## src/rtl/vga_pkg.sv

```systemverilog
// rtl/vga_pkg.sv - shared VGA timing, pixel format and framebuffer constants
package vga_pkg;

  localparam int VGA_H_VISIBLE = 640;
  localparam int VGA_H_FRONT   = 16;
  localparam int VGA_H_SYNC    = 96;
  localparam int VGA_H_BACK    = 48;
  localparam int VGA_V_VISIBLE = 480;
  localparam int VGA_V_FRONT   = 10;
  localparam int VGA_V_SYNC    = 2;
  localparam int VGA_V_BACK    = 33;

  // Reduced mode used to exercise the pipeline in a few hundred cycles
  localparam int TEST_H_VISIBLE = 8;
  localparam int TEST_H_FRONT   = 1;
  localparam int TEST_H_SYNC    = 2;
  localparam int TEST_H_BACK    = 1;
  localparam int TEST_V_VISIBLE = 4;
  localparam int TEST_V_FRONT   = 1;
  localparam int TEST_V_SYNC    = 1;
  localparam int TEST_V_BACK    = 1;

  localparam int RGB332_WIDTH = 8;

  localparam int FB_BUF0_BASE = 0;
  localparam int FB_BUF1_BASE = 19200;

  typedef struct packed {
    logic visible;
    logic h_sync;
    logic v_sync;
  } vga_ctl_t;

endpackage

```

## src/rtl/vga_delay_line.sv

```systemverilog
// rtl/vga_delay_line.sv - fixed-depth register delay line, async active-low reset to 0
module vga_delay_line #(
  parameter int P_WIDTH = 1,
  parameter int P_DEPTH = 1
) (
  input  logic               clk,
  input  logic               rst_n,
  input  logic [P_WIDTH-1:0] data,
  output logic [P_WIDTH-1:0] delayed
);

  logic [P_WIDTH-1:0] stage [P_DEPTH];

  always_ff @(posedge clk or negedge rst_n) begin
    if (!rst_n) begin
      for (int i = 0; i < P_DEPTH; i++) stage[i] <= '0;
    end else begin
      stage[0] <= data;
      for (int i = 1; i < P_DEPTH; i++) stage[i] <= stage[i-1];
    end
  end

  assign delayed = stage[P_DEPTH-1];

endmodule

```

## src/rtl/vga_fb_scanout.sv

```systemverilog
// rtl/vga_fb_scanout.sv - framebuffer read addressing, latency-matched sync and blanked pixel out
module vga_fb_scanout
  import vga_pkg::*;
#(
  parameter int P_CNT_WIDTH   = 8,
  parameter int P_ADDR_WIDTH  = 16,
  parameter int P_PIX_WIDTH   = RGB332_WIDTH,
  parameter int P_FB_WIDTH    = 160,
  parameter int P_SCALE_SHIFT = 2,
  parameter int P_MEM_LATENCY = 1,
  parameter int P_BUF0_BASE   = FB_BUF0_BASE,
  parameter int P_BUF1_BASE   = FB_BUF1_BASE
) (
  input  logic                    i_clk,
  input  logic                    i_rst_n,
  input  logic [P_CNT_WIDTH-1:0]  ia_h_coord,
  input  logic [P_CNT_WIDTH-1:0]  ia_v_coord,
  input  logic                    i_visible,
  input  logic                    i_h_sync,
  input  logic                    i_v_sync,
  input  logic                    i_frame_sync,
  input  logic                    i_swap_req,
  output logic [P_ADDR_WIDTH-1:0] oa_mem_addr,
  output logic                    o_mem_rd_en,
  input  logic [P_PIX_WIDTH-1:0]  ia_mem_data,
  output logic [P_PIX_WIDTH-1:0]  oa_pixel,
  output logic                    o_h_sync,
  output logic                    o_v_sync,
  output logic                    o_swap_ack,
  output logic                    o_active_buf
);

  localparam int REP_W = (P_SCALE_SHIFT > 0) ? P_SCALE_SHIFT : 1;
  localparam logic [REP_W-1:0]        REP_LAST = REP_W'((1 << P_SCALE_SHIFT) - 1);
  localparam logic [P_ADDR_WIDTH-1:0] BASE0    = P_ADDR_WIDTH'(P_BUF0_BASE);
  localparam logic [P_ADDR_WIDTH-1:0] BASE1    = P_ADDR_WIDTH'(P_BUF1_BASE);
  localparam logic [P_ADDR_WIDTH-1:0] FB_STEP  = P_ADDR_WIDTH'(P_FB_WIDTH);

  logic                    frame_sync_q;
  logic                    visible_q;
  logic                    swap_pending;
  logic [REP_W-1:0]        line_rep;
  logic [P_ADDR_WIDTH-1:0] row_base;

  logic                    frame_start;
  logic                    line_end;
  logic                    swap_commit;
  logic                    next_buf;
  logic [P_ADDR_WIDTH-1:0] frame_base;
  logic [P_ADDR_WIDTH-1:0] row_base_cur;
  logic [P_CNT_WIDTH-1:0]  h_scaled;
  logic                    v_coord_unused;
  vga_ctl_t                ctl_in;
  vga_ctl_t                ctl_d;

  assign v_coord_unused = ^ia_v_coord;

  assign frame_start = frame_sync_q & ~i_frame_sync;
  assign line_end    = visible_q & ~i_visible;
  assign swap_commit = frame_start & (swap_pending | i_swap_req);
  assign next_buf    = o_active_buf ^ swap_commit;
  assign frame_base  = next_buf ? BASE1 : BASE0;
  // The first pixel of a frame can share its cycle with frame_start, so bypass the new base
  assign row_base_cur = frame_start ? frame_base : row_base;
  assign h_scaled     = ia_h_coord >> P_SCALE_SHIFT;

  assign ctl_in = '{visible: i_visible, h_sync: i_h_sync, v_sync: i_v_sync};

  vga_delay_line #(
    .P_WIDTH ($bits(vga_ctl_t)),
    .P_DEPTH (1 + P_MEM_LATENCY)
  ) u_ctl_delay (
    .clk     (i_clk),
    .rst_n   (i_rst_n),
    .data    (ctl_in),
    .delayed (ctl_d)
  );

  always_ff @(posedge i_clk or negedge i_rst_n) begin
    if (!i_rst_n) begin
      frame_sync_q <= 1'b0;
      visible_q    <= 1'b0;
      swap_pending <= 1'b0;
      line_rep     <= '0;
      row_base     <= BASE0;
      oa_mem_addr  <= '0;
      o_mem_rd_en  <= 1'b0;
      oa_pixel     <= '0;
      o_h_sync     <= 1'b0;
      o_v_sync     <= 1'b0;
      o_swap_ack   <= 1'b0;
      o_active_buf <= 1'b0;
    end else begin
      frame_sync_q <= i_frame_sync;
      visible_q    <= i_visible;
      o_active_buf <= next_buf;
      o_swap_ack   <= swap_commit;

      if (swap_commit)     swap_pending <= 1'b0;
      else if (i_swap_req) swap_pending <= 1'b1;

      if (frame_start) begin
        line_rep <= '0;
        row_base <= frame_base;
      end else if (line_end) begin
        if (line_rep == REP_LAST) begin
          line_rep <= '0;
          row_base <= row_base + FB_STEP;
        end else begin
          line_rep <= line_rep + REP_W'(1);
        end
      end

      oa_mem_addr <= row_base_cur + P_ADDR_WIDTH'(h_scaled);
      o_mem_rd_en <= i_visible;
      oa_pixel    <= ctl_d.visible ? ia_mem_data : '0;
      o_h_sync    <= ctl_d.h_sync;
      o_v_sync    <= ctl_d.v_sync;
    end
  end

endmodule
```

## config.mk

```make
export PLATFORM = sky130hd
export DESIGN_NAME = vga_fb_scanout
export DESIGN_NICKNAME = d
export VERILOG_FILES = /design/src/rtl/vga_pkg.sv /design/src/rtl/vga_delay_line.sv /design/src/rtl/vga_fb_scanout.sv
export SDC_FILE = /design/constraint.sdc
export NUM_CORES = 1
export LEC_CHECK = 0
export ABC_CLOCK_PERIOD_IN_PS = 2350
export BUFFER_PORTS_ARGS = -buffer_cell sky130_fd_sc_hd__buf_2
export CAP_MARGIN = 10
export CORE_MARGIN = 2
export CORE_UTILIZATION = 50
export CTS_CLUSTER_DIAMETER = 200
export DETAILED_ROUTE_END_ITERATION = 6
export PLACE_DENSITY = 0.78
export SLEW_MARGIN = 20
export SYNTH_ARGS = -nofsm -noshare
export SYNTH_HDL_FRONTEND = slang
export SYNTH_SLANG_ARGS = --single-unit
export TNS_END_PERCENT = 10
```

## constraint.sdc

```tcl
create_clock -name i_clk -period 2.35 [get_ports i_clk]
set_input_delay 0.235 -clock i_clk [delete_from_list [all_inputs] [get_ports i_clk]]
set_output_delay 0.235 -clock i_clk [all_outputs]
set_load 0.005 [all_outputs]
```

==> metrics.txt, run 1 <==
result of the run=completed; number of non-filler instances in the completed layout=approximately 270; Final Worst Setup Slack=slightly below 0.5 ns; portion of the post-synthesis area used by sequential elements=62.3%; Setup Slack @ Placement=slightly above 0.5 ns; fraction of layout instances using a drive strength above 1=29.1%; H-Tree Level Count=2; multiplexer share of the synthesized area=1.02%; via count of the first global-routing pass=1319; final count of hold timing violations=0; end point of the worst hold path=u_ctl_delay.stage[4]; CP arrival=2.09 ns; compound-cell area share of the yosys netlist=5.59%; Setup-failing EPs final=0; final global-route overflow total=0; combinational family with the most area after synthesis=simple AND/OR/NAND/NOR gates; maximum capacitance violations=0; clock transition at the register clock pins on the worst setup and hold paths after CTS=around 0.090 ns; worst reg2reg endpoint=oa_mem_addr[14]; Slew @ Worst Pin=about 0.6 ns; total via count after detailed routing=about 1400; category of the worst setup path launch point=flip-flop; startpoint of the most critical hold path=i_h_sync; number of buffers added for setup after CTS=0; Fmax=around 0.54 GHz; detailed-router iteration count before antenna repair=4; accumulated negative setup slack=0 ns; first-pass GRT wire length=a little under 6 mm; class of the most critical hold timing path=in -> reg; Pins Over Slew Limit=0; Post-Synth Simple-Gate Area=18.1%; register bit total from synthesis=49; number of sinks on the clock net=49; Via-to-Cell Ratio=5.13; Tot GR Track Use=approximately a fifth; Std-Cell Rows=22; port bufs=49; instance count of the mapped netlist=170; area of the placeable core=3720 um^2; Syn. warnings=0; placed wire-length estimate after detailed placement=~2.4 mm; DIE AREA=4450 um^2; area growth from synthesis to final layout=18.9%; Unique masters post-synth=35; critical path class=reg -> reg; Req. time, crit path=2.58 ns; number of instances on the worst hold path=1; root buffer cell=clkbuf_8; cell area after synthesis=just under 2000 um^2; setup repair after global routing missed its margin=false; Register-to-Register Path Depth=6; net count of the finished layout=254; maximum fanout encountered on the critical timing path=9; post-synthesis average cell area=11.6 um^2; power density of the placed cells=751 nW/um^2; part of the cycle the worst path needs=79.3%; Die Y=66.7 um; static leakage=1.12 nW; clk buf depth=2; I/O Pins=60; Die W=around 67 um; adder-cell share of the synthesized area=2.54%; total of fill cells in the finished design=338; remaining antenna violation count after routing=0; setup slack of the worst register-to-register path=0.49 ns; Min Hold Slack=0.0304 ns; effective utilization at floorplan=53.0%; Post-Route Skew=0.00505 ns; clk_lat worst skew=0.30 ns; TritonCTS buffer count=5; quantity of hold-fixing buffers added after cts=1; Placed Cells=259; DRC Markers=0; startpoint of the worst register-to-register path=frame_sync_q; Synth Area in XOR/XNOR=between 7 and 8%; antenna diode count=0; RD Place Congestion=0.773; routed wire length=3.48 mm; post-route minimum period=between 1.5 and 2 ns; Iter 0 DRT Violations=66; Resize count post-CTS=0; CP Capture Type=flip-flop; maximum number of pins on one net before global-route repair=30; TritonCTS clock tree=done; largest vdd supply drop=0.545 mV; worst relative slew slack=between 50% and 60%; final core area utilization=63.0%; synthesized netlist net count=~210; antenna violations before repair=0; detail-routed net length per standard cell=13.0 um; highest-count cells in the layout ignoring fill and taps=dfrtp_1 (49), buf_2 (49), nor2_1 (17)
==> per-layer routing <==
layer | track usage (%) | vias up | wire [um]
li1 | - | 669 | -
met1 | 23.6 | 668 | 1580
met2 | 29.4 | 30 | 1660
met3 | 5.07 | 8 | 166
met4 | 9.18 | 0 | 70
met5 | 0 | - | 0
==> power breakdown <==
group | internal, mW | switching [mW]
clock | 0.206 | 0.280
combinational | 0.129 | 0.120
sequential | 0.939 | 0.0839
total | 1.27 | 0.484
==> Yosys cell counts <==
cell type	instances	area, um^2
o31ai_1	1	7.51
buf_6	1	11.3
xnor2_1	8	70.1
nor3_1	4	20.0
ha_1	4	50.1
a21oi_1	10	50.1
mux2i_1	2	20.0
conb_1	1	3.75
nand2_1	10	37.5
or4_1	2	15.0
buf_2	3	15.0
and3_1	2	12.5
o211ai_1	1	7.51
nand2b_1	2	12.5
dfrtp_1	49	1230
a31oi_2	1	12.5
nand4b_1	1	8.76
or3_2	1	7.51
o21ai_0	4	20.0
nand3b_1	1	7.51
and4_1	1	8.76
nor2b_1	1	6.26
and2_1	9	56.3
nor4_1	3	18.8
or3_1	3	18.8
nor3b_1	1	7.51
xor2_1	9	78.8
nor2_1	17	63.8
and2_2	1	7.51
a31oi_1	2	12.5
clkbuf_1	7	26.3
nand2_2	1	6.26
nand4_1	1	6.26
nand3_1	5	25.0
nor4bb_1	1	10.0
==> through the flow <==
| stage | cell area (um^2) | total power [mW] |
|---|---|---|
| floorplan | 1970 | 1.18 |
| global placement | 2240 | 1.28 |
| detailed placement | 2240 | 1.29 |
| CTS | 2340 | 1.78 |
| global route | 2340 | 1.86 |
| finish | 2340 | 1.76 |
==> sequential cells by signal, summed over array words and instances, names as in the netlist <==
register / cells
o_active_buf: 1
u_ctl_delay.delayed: 3
visible_q: 1
frame_sync_q: 1
swap_pending: 1
row_base: 11
oa_pixel: 8
line_rep: 2
o_h_sync: 1
u_ctl_delay.stage: 2
oa_mem_addr: 16
o_swap_ack: 1
o_v_sync: 1
==> layout make-up <==
class                   instances  area (um^2)  share of cell area, %
multi-input cells             110          689                   29.5
clock inverters                 3         17.5                  0.749
flip-flops and latches         49         1230                   52.4
clock buffers                   5         68.8                   2.94
well taps                      48         60.1                   2.57
repair buffers                 53          278                   11.9
==> cells by family after synthesis <==
family          after synthesis
compound gates               19
xor+xnor                     17
fa+ha+maj                     4
buf+inv                      11
flops                        49
mux                           2
other cells                   1
simple gates                 67
==> worst max-delay path by stage <==
stage / cells after the start / start / endpoint
2_1_floorplan: 7 / frame_sync_q / oa_mem_addr[14]
3_3_place_gp: 7 / i_frame_sync / oa_mem_addr[14]
3_5_place_dp: 7 / i_frame_sync / oa_mem_addr[14]
4_1_cts: 6 / frame_sync_q / oa_mem_addr[14]
5_1_grt: 6 / frame_sync_q / oa_mem_addr[14]
6_report: 6 / frame_sync_q / oa_mem_addr[14]
==> critical path: stages (launching register included) <==
cell	delay, ns
dfrtp_1	0.39
nand2b_1	0.11
and2_1	0.15
ha_1	0.28
a31oi_2	0.14
or4_1	0.54
a31oi_1	0.17
Note: power is estimated with default switching activity, not from simulation.
==> inputs of run 2 (changes only) <==
ABC_CLOCK_PERIOD_IN_PS = 1750   (was 2350)
clock period = 1.75 ns   (was 2.35 ns; I/O delays follow)
==> metrics.txt, run 2 (synthesis gave the netlist of run 1 again) <==
result of the run=completed; Min Hold Slack=roughly 0.02 ns; part of the power in registers=53.3%; area of the placeable core=3720 um^2; setup repair after global routing missed its margin=false; Req. time, crit path=around 2 ns; switching fraction of total power=between 20% and 30%; class of the most critical hold timing path=in -> reg; CP arrival=around 1.9 ns; antenna violations before repair=0; largest vdd supply drop=around 0.70 mV; first-pass GRT wire length=around 6.3 mm; final core area utilization=about two thirds; DRC Markers=0; category of the worst setup path launch point=flip-flop; total via count after detailed routing=1420; Tot GR Track Use=19.5%; Setup-failing EPs final=0; Via-to-Cell Ratio=about 5; maximum number of pins on one net before global-route repair=50; Iter 0 DRT Violations=between 70 and 80; port bufs=between 40 and 50; H-Tree Level Count=2; relative contribution of the clock network to total power=32.1%; highest-count cells in the layout ignoring fill and taps=dfrtp_1 (49), buf_2 (49), nor2_1 (17); Resize count post-CTS=0; TritonCTS buffer count=5; root buffer cell=clkbuf_8; RD Place Congestion=between 0.8 and 0.9; share of total power in combinational logic=around 15%; critical path class=reg -> reg; Die W=66.7 um; Final Worst Setup Slack=0.115 ns; worst relative slew slack=60.6%; Setup Slack @ Placement=0.137 ns; clk buf depth=2; Cell Area, Placed=approximately 2300 um^2; CP Capture Type=flip-flop; remaining antenna violation count after routing=0; static leakage=1.19 nW; area growth from synthesis to final layout=26.2%; maximum fanout encountered on the critical timing path=5; via count of the first global-routing pass=1362; Std-Cell Rows=22; clk_lat worst skew=0.30 ns; Pins Over Slew Limit=0; Slew @ Worst Pin=0.591 ns; final global-route overflow total=0; largest registers in the final layout=oa_mem_addr: 16 flops, row_base: 11 flops, oa_pixel: 8 flops; clock transition at the register clock pins on the worst setup and hold paths after CTS=0.08 ns; placed wire-length estimate after detailed placement=approximately 2.4 mm; accumulated negative setup slack=0 ns; P_sw=0.630 mW; antenna diode count=0; Placed Cells=266; register with the highest flop count=oa_mem_addr; I/O Pins=60; effective utilization at floorplan=53.0%; net count of the finished layout=266; Die Y=roughly 67 um; part of the cycle the worst path needs=93.4%; post-route minimum period=1.63 ns; number of non-filler instances in the completed layout=280; Int Power=1.93 mW; final count of hold timing violations=0; power density of the placed cells=1030 nW/um^2; Post-Route Skew=0.00427 ns; number of sinks on the clock net=49; DIE AREA=4450 um^2; TritonCTS clock tree=done; detailed-router iteration count before antenna repair=4; detail-routed net length per standard cell=12.9 um; number of flip-flops under the largest register name=16; Power, Total=2.56 mW; fraction of layout instances using a drive strength above 1=between 30 and 40%; Fmax=0.612 GHz; routed wire length=roughly 3.6 mm; maximum capacitance violations=0; post-route cell area=about 2500 um^2
run 2: cell types whose count changed in the layout (fill, tap and decap cells not counted), sizes merged:
cell,previous run,this run
dlygate4sd3,1,6
buf,52,59
clkinv,2,0
clkinvlp,1,0
bufinv,0,1
clkbuf,5,7
run 2: what timing repair did:
item,4_1_cts,5_1_grt
setup buffers,0,0
hold buffers,6,0
hold endpoints to repair,54,0
endpoints found under the setup margin,0,2
run 2: area by class of cell:
cell class	count	area, um^2
repair buffers	65	380
multi-input cells	110	701
flip-flops and latches	49	1230
clock buffers	7	86.3
fillers	304	1230
clock inverters	1	30.0
well taps	48	60.1
run 2: path summary, 6_finish.rpt:
check | startpoint | to | slack, ns | cells after the start
max in group asynchronous | i_rst_n | visible_q | 0.86 | 3
setup / recovery | frame_sync_q | oa_mem_addr[12] | 0.12 | 7
setup reg to reg | frame_sync_q | oa_mem_addr[12] | 0.12 | 7
hold / removal | i_visible | visible_q | 0.02 | 1
min in group asynchronous | i_rst_n | oa_pixel[2] | 0.50 | 3
hold reg to reg | u_ctl_delay.stage[4] | u_ctl_delay.delayed[1] | 0.35 | 0
run 2: routing by layer:
layer / global-route usage, % / wire, um
met5: 0 / 0
met4: 7.40 / 66
met3: 5.91 / 170
met2: 31.1 / 1810
met1: 25.0 / 1560
run 2: critical path, stage by stage (launching register included):
cell,delay (ns)
dfrtp_1,0.38
nand2b_1,0.12
and2_1,0.15
ha_2,0.20
a31oi_4,0.05
buf_4,0.17
or3_1,0.34
a21oi_1,0.15
run 2: power by group through the flow:
stage | combinational (mW) | clock [mW] | sequential, mW
floorplan | 0.243 | 0 | 1.35
global placement | 0.361 | 0 | 1.38
detailed placement | 0.369 | 0 | 1.39
CTS | 0.381 | 0.839 | 1.37
global route | 0.424 | 0.899 | 1.38
finish | 0.373 | 0.820 | 1.36
==> inputs of run 3 (changes only) <==
CORE_ASPECT_RATIO = 1.75   (was not set)
==> metrics.txt, run 3 (synthesis gave the netlist of run 1 again) <==
result of the run=completed; clk buf depth=2; antenna violations before repair=0; DRC Markers=0; final global-route overflow total=0; class of the most critical hold timing path=in -> reg; via count of the first global-routing pass=~1400; TritonCTS buffer count=5; Slew @ Worst Pin=between 0.5 and 0.6 ns; I/O Pins=60; maximum single-stage delay on the critical path=~0.50 ns; Power, Total=2.57 mW; H-Tree Level Count=2; relative contribution of the clock network to total power=31.4%; final count of hold timing violations=0; post-route minimum period=1.68 ns; RD Place Congestion=between 0.8 and 0.9; effective utilization at floorplan=51.4%; register with the highest flop count=oa_mem_addr; largest vdd supply drop=0.927 mV; Die W=51.4 um; Std-Cell Rows=30; highest-count cells in the layout ignoring fill and taps=dfrtp_1 (49), buf_2 (49), nor2_1 (17); port bufs=49; critical path class=reg -> reg; antenna diode count=0; number of sinks on the clock net=49; fraction of layout instances using a drive strength above 1=30.9%; CP arrival=1.88 ns; part of the power in registers=52.4%; Req. time, crit path=about 2.0 ns; CP bufs+invs=0; Int Power=1.90 mW; clk_lat worst skew=around 0.31 ns; Fmax=roughly 0.60 GHz; placed wire-length estimate after detailed placement=around 2.7 mm; Tot GR Track Use=19.1%; root buffer cell=clkbuf_8; static leakage=1.18 nW; clock transition at the register clock pins on the worst setup and hold paths after CTS=0.09 ns; first-pass GRT wire length=6.16 mm; Die Y=87.0 um; maximum fanout encountered on the critical timing path=7; power density of the placed cells=just over 1000 nW/um^2; share of total power in combinational logic=16.1%; TritonCTS clock tree=done; category of the worst setup path launch point=flip-flop; Via-to-Cell Ratio=~5.2; setup repair after global routing missed its margin=false; kind of cell with the highest combined delay on the critical path=simple AND/OR/NAND/NOR gates; number of flip-flops under the largest register name=16; total of fill cells in the finished design=310; detailed-router iteration count before antenna repair=6; CP Cell Sequence=ha_1 -> nand3b_1 -> nor4_1 -> xnor2_1 -> nor2_1; maximum capacitance violations=0; accumulated negative setup slack=0 ns; Pins Over Slew Limit=0; Slowest-stage cell, CP=nor4_1; Iter 0 DRT Violations=33; remaining antenna violation count after routing=0; Setup-failing EPs final=0; routed wire length=3.81 mm; P_sw=0.669 mW; total via count after detailed routing=1446; largest registers in the final layout=oa_mem_addr: 16 flops, row_base: 11 flops, oa_pixel: 8 flops; Post-Route Skew=0.00665 ns; worst relative slew slack=approximately 65%; maximum number of pins on one net before global-route repair=28; area growth from synthesis to final layout=26.8%; detail-routed net length per standard cell=13.7 um; DIE AREA=4470 um^2; part of the cycle the worst path needs=95.7%; net count of the finished layout=264; CP Capture Type=flip-flop; switching fraction of total power=26.0%; area of the placeable core=3830 um^2
==> run 3: cell count changes in the layout (fill, tap and decap cells not counted), sizes merged <==
| cell | before | now |
|---|---|---|
| buf | 59 | 57 |
| clkbuf | 7 | 5 |
| clkinv | 0 | 1 |
| clkinvlp | 0 | 1 |
==> run 3: power groups by stage <==
| stage | combinational [mW] | sequential (mW) | clock [mW] |
|---|---|---|---|
| after floorplan | 0.243 | 1.35 | 0 |
| after CTS | 0.419 | 1.35 | 0.828 |
| after global placement | 0.394 | 1.37 | 0 |
| after detailed placement | 0.405 | 1.37 | 0 |
| after global routing | 0.475 | 1.36 | 0.867 |
| final | 0.415 | 1.35 | 0.808 |
==> run 3: worst reg2reg max path: stages, from the launching register on <==
cell	delay (ns)
dfrtp_1	0.39
ha_1	0.21
nand3b_1	0.25
nor4_1	0.50
xnor2_1	0.17
nor2_1	0.05
==> run 3: path summary, 6_finish.rpt <==
kind	start	endpoint	slack, ns	cells after the start
setup reg to reg	line_rep[0]	row_base[12]	0.07	5
max in group asynchronous	i_rst_n	u_ctl_delay.stage[4]	0.87	3
min in group asynchronous	i_rst_n	row_base[9]	0.37	2
hold / removal	i_visible	visible_q	0.01	1
setup / recovery	line_rep[0]	row_base[12]	0.07	5
hold reg to reg	u_ctl_delay.stage[4]	u_ctl_delay.delayed[1]	0.35	0
==> run 3: cell type report <==
class / count / area [um^2] / area share (%)
Clock inverter: 3 / 46.3 / 1.85
Tap cell: 48 / 60.1 / 2.41
Timing Repair Buffer: 63 / 378 / 15.1
Multi-Input combinational cell: 110 / 717 / 28.7
Clock buffer: 5 / 68.8 / 2.76
Sequential cell: 49 / 1230 / 49.1
==> run 3: what timing repair did <==
action,CTS,global route
hold buffers,6,0
gates resized for setup,0,2
setup buffers,0,0
hold endpoints to repair,27,0
setup endpoints to repair,0,2
==> run 3: per-layer routing <==
layer,up-vias,part of all wire [%],global-route usage [%],routed length (um)
li1,684,-,-,-
met1,705,36,18.8,1380
met2,48,55,35.5,2110
met3,9,5.6,4.98,215
met4,0,2.8,9.33,105
met5,-,0,0,0
==> run 3: per-stage QoR <==
stage          worst slack, ns  cells  area [um^2]  util [%]  hold WS, ns
2_1_floorplan         0.000286    170         1990         -       -0.121
3_3_place_gp             0.129    264         2300      60.2        0.190
3_5_place_dp            0.0929    264         2300      60.2        0.196
4_1_cts                 0.0725    278         2480      64.8      0.00173
5_1_grt                 0.0164    278         2500      65.2      0.00742
6_report                0.0748    278         2500      65.2       0.0124
